<file path="config.mk">
export PLATFORM = sky130hd
export DESIGN_NAME = fifo_wr_arb
export DESIGN_NICKNAME = d
export VERILOG_FILES = /design/src/rtl/fifo_wr_arb.sv
export SDC_FILE = /design/constraint.sdc
export NUM_CORES = 1
export LEC_CHECK = 0
export ABC_AREA = 1
export BUFFER_PORTS_ARGS = -buffer_cell sky130_fd_sc_hd__buf_4
export CAP_MARGIN = 20
export CORE_AREA = 2 2 139 141
export CTS_CLUSTER_DIAMETER = 100
export DETAILED_ROUTE_END_ITERATION = 8
export DIE_AREA = 0 0 141 143
export GPL_ROUTABILITY_DRIVEN = 0
export SLEW_MARGIN = 10
export SYNTH_ARGS = -nofsm -noshare
export SYNTH_HDL_FRONTEND = slang
export SYNTH_SLANG_ARGS = --single-unit
</file>
<file path="constraint.sdc">
create_clock -name clk -period 3.59 [get_ports clk]
set_input_delay 0.359 -clock clk [delete_from_list [all_inputs] [get_ports clk]]
set_output_delay 0.359 -clock clk [all_outputs]
set_load 0.005 [all_outputs]
</file>
<file path="src/rtl/fifo_wr_arb.sv">
// fifo_wr_arb: round-robin arbiter that lets one of four requesters at a time
// write a whole packet (1..16 words) into a shared downstream FIFO.
// A packet is granted only if the FIFO has room for all of its words. A
// blocked head requester is retried every cycle and never skipped, so a
// smaller packet cannot overtake it. Each packet is followed by GAP_CYCLES
// idle cycles so the FIFO occupancy count can settle.
//
// Ports:
//   clk             - clock
//   rst             - synchronous active-high reset
//   i_req[3:0]      - per-requester packet request, held until the last ack
//   i_len[15:0]     - 4 bits per requester, packet length minus one
//   i_data[255:0]   - 64 bits per requester, current word of that requester
//   o_ack[3:0]      - per-requester word pop, high when a word is written
//   o_gnt[3:0]      - one-hot registered owner of the FIFO write port
//   o_fifo_wr_data  - FIFO write data
//   o_fifo_wr_en    - FIFO write enable
//   i_fifo_full     - FIFO full flag (stalls the transfer)
//   i_fifo_wr_words - FIFO write-side occupancy
//   o_busy          - high whenever the arbiter is not idle
module fifo_wr_arb #(
  parameter int FIFO_DEPTH = 512,
  parameter int GAP_CYCLES = 2
) (
  input  logic         clk,
  input  logic         rst,
  input  logic [3:0]   i_req,
  input  logic [15:0]  i_len,
  input  logic [255:0] i_data,
  output logic [3:0]   o_ack,
  output logic [3:0]   o_gnt,
  output logic [63:0]  o_fifo_wr_data,
  output logic         o_fifo_wr_en,
  input  logic         i_fifo_full,
  input  logic [9:0]   i_fifo_wr_words,
  output logic         o_busy
);

  typedef enum logic [1:0] {IDLE, XFER, GAP} state_t;

  localparam int GW = (GAP_CYCLES > 1) ? $clog2(GAP_CYCLES) : 1;
  // Gap counter counts down to zero, so it is loaded with one less than the
  // gap length.
  localparam logic [GW-1:0] GAP_LOAD = (GAP_CYCLES > 0) ? GW'(GAP_CYCLES - 1) : '0;
  localparam logic [10:0]   DEPTH    = 11'(FIFO_DEPTH);

  state_t        state_reg, state_next;
  logic [1:0]    rr_ptr_reg, rr_ptr_next;
  logic [1:0]    owner_reg, owner_next;
  logic [3:0]    cnt_reg, cnt_next;
  logic [3:0]    gnt_reg, gnt_next;
  logic [GW-1:0] gap_reg, gap_next;

  logic [3:0]    len_arr  [4];
  logic [63:0]   data_arr [4];

  generate
    for (genvar gi = 0; gi < 4; gi++) begin : g_slice
      assign len_arr[gi]  = i_len[4*gi +: 4];
      assign data_arr[gi] = i_data[64*gi +: 64];
    end
  endgenerate

  // First requester at or after rr_ptr (wrapping). Offsets are scanned from
  // the far end so the closest one is the last assignment and wins.
  logic [1:0] sel;
  logic       sel_valid;
  logic [1:0] idx;
  always_comb begin
    sel       = rr_ptr_reg;
    sel_valid = 1'b0;
    idx       = rr_ptr_reg;
    for (int k = 3; k >= 0; k--) begin
      idx = rr_ptr_reg + 2'(k);
      if (i_req[idx]) begin
        sel       = idx;
        sel_valid = 1'b1;
      end
    end
  end

  // 11 bits hold 1023 + 16 without overflow.
  logic space_ok;
  assign space_ok = ({1'b0, i_fifo_wr_words} + 11'(len_arr[sel]) + 11'd1) <= DEPTH;

  // Write strobe is gated by rst so nothing is popped during a reset cycle.
  logic wr;
  assign wr = (state_reg == XFER) && !i_fifo_full && !rst;

  assign o_fifo_wr_en   = wr;
  assign o_ack          = wr ? (4'b0001 << owner_reg) : 4'b0000;
  assign o_fifo_wr_data = (state_reg == XFER) ? data_arr[owner_reg] : 64'd0;
  assign o_gnt          = gnt_reg;
  assign o_busy         = (state_reg != IDLE);

  always_comb begin
    state_next  = state_reg;
    rr_ptr_next = rr_ptr_reg;
    owner_next  = owner_reg;
    cnt_next    = cnt_reg;
    gnt_next    = gnt_reg;
    gap_next    = gap_reg;
    case (state_reg)
      IDLE: begin
        if (sel_valid && space_ok) begin
          state_next = XFER;
          owner_next = sel;
          cnt_next   = len_arr[sel];
          gnt_next   = 4'b0001 << sel;
        end
      end
      XFER: begin
        if (wr) begin
          if (cnt_reg == 4'd0) begin
            gnt_next    = 4'b0000;
            rr_ptr_next = owner_reg + 2'd1;
            gap_next    = GAP_LOAD;
            state_next  = (GAP_CYCLES > 0) ? GAP : IDLE;
          end else begin
            cnt_next = cnt_reg - 4'd1;
          end
        end
      end
      GAP: begin
        if (gap_reg == '0) state_next = IDLE;
        else               gap_next   = gap_reg - 1'b1;
      end
      default: state_next = IDLE;
    endcase
  end

  always_ff @(posedge clk) begin
    if (rst) begin
      state_reg  <= IDLE;
      rr_ptr_reg <= 2'd0;
      owner_reg  <= 2'd0;
      cnt_reg    <= 4'd0;
      gnt_reg    <= 4'd0;
      gap_reg    <= '0;
    end else begin
      state_reg  <= state_next;
      rr_ptr_reg <= rr_ptr_next;
      owner_reg  <= owner_next;
      cnt_reg    <= cnt_next;
      gnt_reg    <= gnt_next;
      gap_reg    <= gap_next;
    end
  end

endmodule

</file>
# Word-level counts from Yosys, hierarchy flattened
# Cells that the tools add are included.
[classes]
shift = 2
reduce_logical = 16
order_cmp = 7
muxes = 41
n_addsub = 8
n_eq_ne = 7
bitwise_logic = 2
[ops]
columns = ["cell", "count"]
rows = [
  ["$mux 64", 3],
  ["$bmux 64 s2", 1],
  ["$mux 4", 9],
  ["$mux 2", 8],
  ["$pmux 4 s2", 2],
  ["$lt 2x3->1 const B", 4],
  ["$reduce_and 4->1", 3],
  ["$add 10x4->11", 1],
  ["$add 11x1->11 const B", 1],
  ["$le 11x10->1 const B", 1],
  ["$mux 1", 11],
  ["$bmux 1 s2", 4],
  ["$bmux 4 s2", 1],
  ["$ne 2x2->1 const B", 4],
  ["$shl 1x2->4 const A", 2],
  ["$ge 3x3->1 const B", 2],
  ["$not 2->3", 2],
  ["$pmux 2 s3", 1],
  ["$reduce_and 3->1", 2],
  ["$reduce_bool 2->1", 3],
  ["$add 2x1->2 const B", 2],
  ["$add 2x2->2 const B", 2],
  ["$logic_not 4->1", 1],
  ["$sub 4x1->4 const B", 1],
  ["other kinds (9)", 12],
]
[word_totals]
out_inout_bits = 74
ff_bits = 15
in_bits = 289
word_cells = 89

# Depth between registers and ports, before layout
[logic_depth]
word_depth = 17
depth_mapped = 33
mapped_depth_nobuf = 31

# Worst setup path after synthesis
# No wires, ideal clock.
[synth_timing]
path_type = "register to register"
from = "register rr_ptr_reg[0]"
to = "register owner_reg[1]"
arrival_time_ps = 2962
period_less_slack_ps = 3097
setup_slack_ps = 493
path_stages_with_launch = 32
setup_time_ps = 135
n_path_buf = 3
path_cell_list = "dfxtp_1 buf_6 inv_8 nand2_1 nand3_1 nand2_1 inv_2 nand2_2 nand2_4 nand2_4 nand2_4 nand2_4 buf_6 nand2_2 nand2_1 nand2_1 nand2_1 inv_1 ha_1 a21oi_1 nand2_1 nand2_1 nand2_1 nand2_1 nand2_1 nor2_1 nand3_1 nand2_1 nand3_2 buf_2 o21ai_0 a21oi_1"
[synth_via]
elab_chain_len = 16
elab_cells_between_ends = 28
cone_classes = "add/sub: 5; order compare: 1; mux: 19; bitwise: 1; reduce/logical: 2"
[synth_rtl]
columns = ["item", "line_no", "rtl"]
rows = [
  ["start, declared", "48", "logic [1:0] rr_ptr_reg, rr_ptr_next;"],
  ["start signal, assigned", "142", "rr_ptr_reg <= rr_ptr_next;"],
  ["$add 2x2->2", "74", "idx = rr_ptr_reg + 2'(k);"],
  ["$bmux 1 s2", "75", "if (i_req[idx]) begin"],
  ["$mux 1 (implied by the code)", "75", ""],
  ["$mux 2 (4 in series)", "75", ""],
  ["$not 2->3 (implied by the code)", "84", "assign space_ok = ({1'b0, i_fifo_wr_words} + 11'(len_arr[sel]) + 11'd1) <= DEPTH;"],
  ["$bmux 4 s2", "84", ""],
  ["$mux 4 (implied by the code) (2 in series)", "84", ""],
  ["$add 10x4->11", "84", ""],
  ["$add 11x1->11", "84", ""],
  ["$le 11x10->1", "84", ""],
  ["$logic_and 1x1->1", "105", "if (sel_valid && space_ok) begin"],
  ["$reduce_and 2->1 (no line)", "-", ""],
  ["end signal, assigned", "143", "owner_reg <= owner_next;"],
  ["end, declared", "49", "logic [1:0] owner_reg, owner_next;"],
]
# Parallel ways exist; a longest one is shown, timed or not. The select of a mux whose other input is x is not followed.
# A chain may end at the register's enable or synchronous reset.

# Worst setup path in the final report
[layout_timing]
from = "register rr_ptr_reg[0]"
to = "register cnt_reg[3]"
[layout_via]
elab_chain_len = 17
elab_cells_between_ends = 31
cone_classes = "add/sub: 5; order compare: 1; eq/ne: 1; mux: 21; bitwise: 1; reduce/logical: 2"
[layout_rtl]
columns = ["item", "line_no", "rtl"]
rows = [
  ["$add 2x2->2", "74", ""],
  ["$bmux 1 s2", "75", ""],
  ["$mux 1 (implied by the code)", "75", ""],
  ["$mux 2 (4 in series)", "75", ""],
  ["$not 2->3 (implied by the code)", "84, 108", ""],
  ["$bmux 4 s2", "84, 108", ""],
  ["$mux 4 (implied by the code) (2 in series)", "84, 108", ""],
  ["$add 10x4->11", "84", ""],
  ["$add 11x1->11", "84", ""],
  ["$le 11x10->1", "84", ""],
  ["$logic_and 1x1->1", "105", ""],
  ["$ne 2x2->1 (no line)", "-", ""],
  ["$reduce_and 4->1 (no line)", "-", ""],
  ["end signal, assigned", "144", "cnt_reg <= cnt_next;"],
  ["end, declared", "50", "logic [3:0] cnt_reg, cnt_next;"],
]
# Parallel ways exist; a longest one is shown, timed or not. The select of a mux whose other input is x is not followed.

==> qor.yml <==
run_status:
  status: "completed"
pwr:
  power.density_mw_per_mm2: 251.2
  comb_power_share_pct: 76.2
  p_int_uw: 937.8
  p_clk_share_pct: 12.6
  p_switching_uw: 799.7
  power_mw: 1.737
  switching_share_pct: 46.03
  p_leak_nw: 3.603
  power_frac_seq_pct: 11.2
  peakVddDrop_uv: 156.6
floorplan:
  core_mm2: 0.01858
  die-area_mm2: 0.02016
  die_h_um: 143
  num_rows: 50
  ioPinCount: 363
  fp.dieW_um: 141
  initial_core_util_pct: 20.41
critical_path:
  rrSetupSlack_ns: 0.32
  cp-start-kind: "register"
  slowest_delay_ns: 0.35
  path_max_fanout: 9
  crit_path_frequent_cell: "nand2_1"
  r2r-start: "rr_ptr_reg[0]$_SDFFE_PP0P_"
  crit-reg2reg-capture: "cnt_reg[3]$_SDFFE_PP0P_"
  crit_path_end_kind: "register"
  critPathSlowestCell: "dfxtp_1"
  critPathRequiredTime_ns: 3.77
  arrival_ns: 3.45
  worstRegToRegCells: 30
  path_class: "register to register"
placed_design:
  place_inst: 1344
  hpwl_mm: 16.40
  numPortBuffers: 362
clock_network:
  cts_tree: "done"
  numCtsBuffers: 3
  cts.sinks: 15
  htreeDepth: 1
  clkTransAtPathRegs_ns: 0.05
  cts_root_buf: "clkbuf_16"
  clk-insertion-delay-late_ns: 0.25
  cts.path.max_buffers: 2
global_routing:
  grt_pass1_wl_mm: 30.19
  grt_pass1_vias: 5546
  antenna_found_initial: 0
  grt.total_usage_pct: 18.67
  grt_max_degree: 132
  grt_overflow: 0
sta:
  setup_viol: 0
  fin_skew_ns: 0.001072
  worst_pin_slew_ns: 0.8428
  maxSlewViolCount: 0
  fin_setup_tns_ns: 0
  hold_violations: 0
  fin_crit_sh_pct: 90.95
  period_needed_ns: 3.265
  relSlewSlack_pct: 43.81
  fmax_ghz: 0.3063
logic_synthesis:
  synthTopCellsByCount: "nor2_1 (285), o21ai_0 (133), nand2_1 (90)"
  synth_area_mm2: 0.003792
  ys_seq_area_share_pct: 7.918
  ys_async_sr_fraction_pct: 0
  synth_seq_cells: 15
  yosysMostFrequentCell: "nor2_1"
  syn_nets: 1089
  syn_avg_cell_area_um2: 4.807
  ys.flop_type: "dfxtp_1"
  synth_top_area_share_pct: 28.21
  netlist_instances: 789
  ys_top_cells_by_area: "nor2_1 (28%), o21ai_0 (18%), a21oi_1 (9.9%)"
  synth-edff-count: 0
  yosys_warnings: 0
  yosys.area.top_type: "nor2_1"
  synth.distinct_cells: 29
hold_path:
  hold_class: "input port to register"
  hp-start: "rst"
  min_path_cells: 2
  hold_end: "state_reg[1]$_SDFFE_PP0P_"
final_layout:
  utilization_pct: 37.22
  area_growth_pct: 82.35
  fin_nets: 1420
  n_antenna_cell: 0
  drive_gt1_share_pct: 38.34
  nFillCells: 2129
  final_cells: 1353
drt:
  drt_iter0_markers: 251
  vias: 6205
  dr.pass1.iters: 4
  drc: 0
  drt-total-wl_mm: 21.17
  ant_nets: 0
  vias_per_cell: 4.586
  routedWlPerCell_um: 15.65
run:
  maxCapViolCount: 0
per-stage QoR:
stage	instance area [µm²]	setup WS, ns	hold WS, ns
global route	6915	-0.02456	0.3802
CTS	6795	0.1607	0.3661
finish	6915	0.3247	0.3701
global placement	6715	0.2783	0.4587
detailed placement	6715	0.1789	0.4583
floorplan	3792	0.4932	0.4402
kinds of logic (layout without fill, tap and decap cells):
| group | after synthesis | in the layout | synth area share, % |
|---|---|---|---|
| AO/OA/AOI/OAI | 210 | 210 | 27.85 |
| XOR/XNOR | 3 | 3 | 0.6930 |
| adder cells (fa/ha/maj) | 11 | 11 | 3.629 |
| AND/OR/NAND/NOR | 444 | 445 | 48.80 |
| buffers and inverters | 106 | 435 | 11.12 |
| flip-flops | 15 | 15 | 7.918 |
cell usage in the layout (no fill, tap or decap), types with 3 or more instances in the layout:
| master | synthesis | routed |
|---|---|---|
| nor3_1 | 5 | 5 |
| clkbuf_16 | 0 | 3 |
| nor2_2 | 2 | 3 |
| nand4_1 | 3 | 3 |
| a21oi_1 | 75 | 74 |
| ha_4 | 0 | 3 |
| inv_2 | 3 | 4 |
| ha_1 | 11 | 8 |
| nand2_2 | 14 | 19 |
| nand2_4 | 4 | 3 |
| dfxtp_1 | 15 | 12 |
| nand3_1 | 28 | 28 |
| nand3b_1 | 8 | 8 |
| nand2_1 | 90 | 85 |
| o21ai_0 | 133 | 133 |
| nor2_1 | 285 | 284 |
| buf_4 | 0 | 376 |
| inv_1 | 47 | 45 |
worst max path at each step:
stage | endpoint | depth (start not counted) | start | slack (ns)
after floorplan | owner_reg[1]$_SDFFE_PP0P_ | 31 | rr_ptr_reg[0]$_SDFFE_PP0P_ | 0.49
after global placement | cnt_reg[1]$_SDFFE_PP0P_ | 31 | rr_ptr_reg[0]$_SDFFE_PP0P_ | 0.28
after detailed placement | cnt_reg[0]$_SDFFE_PP0P_ | 31 | rr_ptr_reg[0]$_SDFFE_PP0P_ | 0.18
after CTS | cnt_reg[3]$_SDFFE_PP0P_ | 31 | rr_ptr_reg[0]$_SDFFE_PP0P_ | 0.16
after global routing | cnt_reg[3]$_SDFFE_PP0P_ | 31 | rr_ptr_reg[0]$_SDFFE_PP0P_ | -0.02
final | cnt_reg[3]$_SDFFE_PP0P_ | 30 | rr_ptr_reg[0]$_SDFFE_PP0P_ | 0.32
final cells by class:
| cell class | count | area, µm² | share of cell area [%] |
|---|---|---|---|
| Clock buffer | 3 | 75.07 | 1.086 |
| Timing Repair Buffer | 379 | 2874 | 41.56 |
| Inverter | 52 | 203.9 | 2.949 |
| Multi-Input combinational cell | 669 | 3158 | 45.67 |
| Tap cell | 234 | 292.8 | 4.234 |
| Sequential cell | 15 | 306.5 | 4.433 |
| Clock inverter | 1 | 5.005 | 0.07237 |
worst max-delay path, delay by kind of cell (launching register included):
kind | cells | cell delay, ns
DFF | 1 | 0.35
and+or+nand+nor | 22 | 1.77
adders and majority gates | 1 | 0.26
AOI/OAI and AO/OA | 1 | 0.17
buffers and inverters | 6 | 0.64
per-layer routing:
metal / vias to the layer above / part of all wire [%] / GRT usage, %
li1: 3201 / - / -
met1: 2712 / 42 / 24.52
met2: 266 / 47 / 30.81
met3: 26 / 9.3 / 4.997
met4: 0 / 1.8 / 4.000
met5: - / 0 / 0
power by group through the flow:
stage	sequential, mW	combinational (mW)	clock [mW]
2_1_floorplan	0.196	0.691	0
3_3_place_gp	0.198	1.28	0
3_5_place_dp	0.197	1.28	0
4_1_cts	0.194	1.29	0.221
5_1_grt	0.196	1.48	0.227
6_report	0.195	1.32	0.219
what timing repair did:
action                     in CTS  in global routing
setup buffers                   0                  4
resized for setup               0                 14
hold buffers                    0                  0
setup endpoints to repair       0                 11
hold endpoints to repair        0                  0
Power figures use the tool's default switching activity.
